`config.mk`:
```
export PLATFORM = sky130hd
export DESIGN_NAME = sort_stream_adapter
export DESIGN_NICKNAME = d
export VERILOG_FILES = /design/src/rtl/sort_stream_adapter.sv
export SDC_FILE = /design/constraint.sdc
export NUM_CORES = 1
export LEC_CHECK = 0
export CAP_MARGIN = 20
export CORE_UTILIZATION = 50
export CTS_CLUSTER_DIAMETER = 60
export DETAILED_ROUTE_END_ITERATION = 10
export GPL_TIMING_DRIVEN = 0
export PLACE_DENSITY = 0.79
export SLEW_MARGIN = 20
export SYNTH_ARGS = -nofsm -noshare
export SYNTH_HDL_FRONTEND = slang
export SYNTH_SLANG_ARGS = --single-unit
```
`constraint.sdc`:
```
create_clock -name clk -period 10.2 [get_ports clk]
set_input_delay 2.04 -clock clk [delete_from_list [all_inputs] [get_ports clk]]
set_output_delay 2.04 -clock clk [all_outputs]
set_load 0.02 [all_outputs]
```
`src/rtl/sort_stream_adapter.sv`:
```
// rtl/sort_stream_adapter.sv - serial-to-frame front end and frame-to-serial back end for a combinational N-word sorter
// Optional ordering check on captured results enabled by `define SORT_ADAPTER_CHECK_EN.
module sort_stream_adapter #(
    parameter int N     = 6,
    parameter int WIDTH = 8
) (
    input  logic             clk,
    input  logic             rst,
    input  logic             in_valid,
    output logic             in_ready,
    input  logic [WIDTH-1:0] in_data,
    output logic [WIDTH-1:0] frame_out [N],
    input  logic [WIDTH-1:0] sorted_in [N],
    output logic             out_valid,
    input  logic             out_ready,
    output logic [WIDTH-1:0] out_data,
    output logic             out_last,
    output logic             sort_err
);

    localparam int IW = $clog2(N);
    localparam logic [IW-1:0] LAST_IDX = IW'(N - 1);

    localparam logic [0:0] FILL  = 1'b0;
    localparam logic [0:0] FULL  = 1'b1;
    localparam logic [0:0] IDLE  = 1'b0;
    localparam logic [0:0] DRAIN = 1'b1;

    logic [0:0]       fill_state;
    logic [0:0]       drain_state;
    logic [IW-1:0]    wr_idx;
    logic [IW-1:0]    rd_idx;
    logic             settled;
    logic [WIDTH-1:0] obuf [N];

    logic in_fire;
    logic out_fire;
    logic capture;

    assign in_fire   = in_valid && in_ready;
    assign out_valid = (drain_state == DRAIN);
    assign out_last  = out_valid && (rd_idx == LAST_IDX);
    assign out_data  = obuf[rd_idx];
    assign out_fire  = out_valid && out_ready;

    // A new frame may replace obuf only once the previous one is gone or leaving this cycle.
    assign capture = (fill_state == FULL) && settled &&
                     ((drain_state == IDLE) || (out_fire && out_last));

    always_ff @(posedge clk or posedge rst) begin
        if (rst) begin
            fill_state <= FILL;
            wr_idx     <= '0;
            in_ready   <= 1'b0;
            settled    <= 1'b0;
            for (int i = 0; i < N; i++) begin
                frame_out[i] <= '0;
            end
        end else if (capture) begin
            fill_state <= FILL;
            settled    <= 1'b0;
            in_ready   <= 1'b1;
        end else if (fill_state == FILL) begin
            in_ready <= 1'b1;
            if (in_fire) begin
                frame_out[wr_idx] <= in_data;
                if (wr_idx == LAST_IDX) begin
                    // frame_out is frozen from here on, so the sorter has the whole next cycle to settle
                    wr_idx     <= '0;
                    fill_state <= FULL;
                    settled    <= 1'b1;
                    in_ready   <= 1'b0;
                end else begin
                    wr_idx <= wr_idx + IW'(1);
                end
            end
        end
    end

    always_ff @(posedge clk or posedge rst) begin
        if (rst) begin
            drain_state <= IDLE;
            rd_idx      <= '0;
            for (int i = 0; i < N; i++) begin
                obuf[i] <= '0;
            end
        end else if (capture) begin
            drain_state <= DRAIN;
            rd_idx      <= '0;
            for (int i = 0; i < N; i++) begin
                obuf[i] <= sorted_in[i];
            end
        end else if (out_fire) begin
            if (out_last) begin
                drain_state <= IDLE;
                rd_idx      <= '0;
            end else begin
                rd_idx <= rd_idx + IW'(1);
            end
        end
    end

`ifdef SORT_ADAPTER_CHECK_EN
    logic order_viol;

    always_comb begin
        order_viol = 1'b0;
        for (int i = 0; i < N - 1; i++) begin
            if (sorted_in[i] > sorted_in[i + 1]) begin
                order_viol = 1'b1;
            end
        end
    end

    always_ff @(posedge clk or posedge rst) begin
        if (rst) begin
            sort_err <= 1'b0;
        end else if (capture && order_viol) begin
            sort_err <= 1'b1;
        end
    end
`else
    assign sort_err = 1'b0;
`endif

endmodule

```
==> run metrics <==
status=finished, final reports clean; post-route ant nets=0; global-route wire length before repair=16.0 mm; period utilization=44.5%; final hold violation count=0; unrepaired setup endpoints after global routing=no; largest net degree at the start of global routing=55; vias in the first global route=3029; GPL Wtd Cong=between 0.7 and 0.8; number of vias per cell=roughly 5.3; DR vias=approximately 2900; CTS sink cnt=106; Die Width=97.6 um; DR DRC count=0; Ys Warns=0; Core Rows=34; Clk Latency, worst-skew pair=0.36 ns; cts hold-fix bufs=0; die area=9520 sq um; VDD IR max=0.192 mV; pwr dens=325 nW/um^2; Core Box Area=just under 9000 sq um; critical path type=flop to primary output; Net Count, Synth=365; post-layout min period=4.54 ns; TNS Setup=0 ns; CP max FO=10; synth unique cells=37; overflow left after global routing=0; Synth Cell Area=4570 sq um; Slew Viols, Final=0; Seq/Total Area, Yosys=58.1%; Mapped Cells=303; Crit-path slowest cell=clkdlybuf4s50_1; Layout Area Growth over Synthesis=34.2%; nature of the critical path startpoint=flop; endpoint type of the worst setup path=primary output; CTS clock-pin slew for the worst setup and hold paths=0.09 ns; Critical Path AT=2.50 ns; Max Cap Violations=0; Leakage Power=around 2.6 nW; hold depth=1; routed len/inst=18.0 um; placed wire-length estimate=7.09 mm; critical path, cell by cell=clkbuf_1 -> buf_2 -> mux2i_1 -> o221ai_1 -> clkdlybuf4s50_1; Die Ht=about 98 um; # setup viols final=0; All-Layer GR Usage=21.8%; Resized cells post-CTS=0; fin util=a little over two thirds; initial antenna violation count=0; H-Tree Depth=3; Pre-Repair DR Iteration Count=4; Reg2Reg Depth=8; max incr delay on CP=0.59 ns; CTS tree=yes; upper clock frequency limit=roughly 0.22 GHz; nets=495; ANT cells=0; Num CTS Buffers=9; Hold Crit Class=flop to flop; total power=1.99 mW; fillers=659; Detailed Route WL=9.83 mm; Seq cells post-synth=106; layout cells sized above 1=30.8%; post-CTS setup buffer count=0; critical path data required time=8.16 ns; Starting DRT DRC Count=65; Root Buffer=clkbuf_8; syn avg cell area=around 15 sq um; I/O pin total=120; Max Root-Sink Buffers=2; Initial Util=52.1%; IO buf count=118; skew final=0.00994 ns
-- path summary, 6_finish.rpt --
path                                 endpoint  slack, ns     startpoint
worst max-delay path              out_data[5]       5.66      rd_idx[0]
worst min-delay path            frame_out[44]       0.51  frame_out[44]
worst max register to register       obuf[27]       7.87      rd_idx[1]
worst min register to register  frame_out[44]       0.51  frame_out[44]
max in group asynchronous            obuf[36]       7.50            rst
min in group asynchronous       frame_out[11]       2.09            rst
-- logic make-up after synthesis --
group,count (synthesis),synth area share (%)
other,1,0.0821
XOR/XNOR,1,0.192
adder cells (fa/ha/maj),2,0.548
flip-flops,106,58.1
multiplexers,121,30.5
buffers and inverters,18,2.63
AND/OR/NAND/NOR,36,5.04
AO/OA/AOI/OAI,18,2.96
-- placed cells by master, fill, tap and decap left out, drive strengths merged --
cell type,synthesis,layout
ha,2,2
a31oi,1,1
a21oi,2,2
nor2,5,5
o221ai,8,8
and2,1,1
bufinv,0,1
a21o,2,2
and3b,2,2
clkbuf,3,15
clkdlybuf4s50,0,118
nand2,7,7
dfrtp,106,106
mux2i,24,24
and3,2,2
o21ai,3,3
o21bai,1,1
nor2b,1,1
inv,2,4
clkinv,0,1
mux2,97,97
o211ai,1,1
nand2b,1,1
xor2,1,1
nand3,5,5
or3,8,8
buf,13,14
nand3b,3,3
conb,1,1
and4bb,1,1
-- worst max-delay path: cells and delay by family, from the launching register on --
family	cells	cell delay (ns)
buffers and inverters	3	1.26
flip-flops	1	0.39
multiplexers	1	0.34
AO/OA/AOI/OAI	1	0.15
-- area by class of cell --
type                            count  area, sq um  area share (%)
Sequential cell                   106         2650            43.3
Multi-Input combinational cell    179         1800            29.3
Timing Repair Buffer              119         1210            19.7
Clock buffer                       12          155            2.53
Tap cell                          108          135            2.20
Buffer                             16          113            1.84
Clock inverter                      4         56.3           0.919
Inverter                            2         12.5           0.204
-- state kept, by name (all words and copies together), names as in the netlist --
name	count
wr_idx	3
frame_out	48
fill_state	1
obuf	48
settled	1
rd_idx	3
in_ready	1
out_valid	1
-- synth_stat cells (all sizes together) --
cell    number  area (sq um)
xor2         1          8.76
and2         1          8.76
clkbuf       3          12.5
and4bb       1          16.3
mux2        97          1150
or3          8          50.1
nor2         5          18.8
nand3        5          30.0
conb         1          3.75
a21oi        2          13.8
a21o         2          15.0
a31oi        1          6.26
nand3b       3          30.0
nand2b       1          6.26
inv          2          7.51
o21ai        3          15.0
dfrtp      106          2650
o211ai       1          7.51
buf         13           100
mux2i       24           240
o21bai       1          7.51
nor2b        1          6.26
ha           2          25.0
and3b        2          17.5
nand2        7          28.8
and3         2          17.5
o221ai       8          70.1
-- where the power goes --
part	switching, mW	leakage, nW	internal, mW
sequential	0.119	1.26	0.631
combinational	0.440	1.26	0.532
clock	0.141	0.108	0.129
-- layer usage --
layer	wire, um	vias to the layer above	GRT usage [%]
met1	4530	1445	30.3
li1	-	1348	-
met3	368	16	3.74
met5	0	-	0
met2	4750	61	34.5
met4	184	0	7.69
-- metrics by stage --
stage,setup WS (ns),instance area (sq um),cells,hold WS [ns]
5_1_grt,5.52,6130,546,0.520
3_3_place_gp,3.91,5880,529,0.487
3_5_place_dp,6.04,5920,530,0.492
2_1_floorplan,5.37,4570,303,0.480
6_report,5.66,6130,546,0.513
4_1_cts,5.64,6130,546,0.516
No activity file was read; power rests on OpenSTA's default activity.
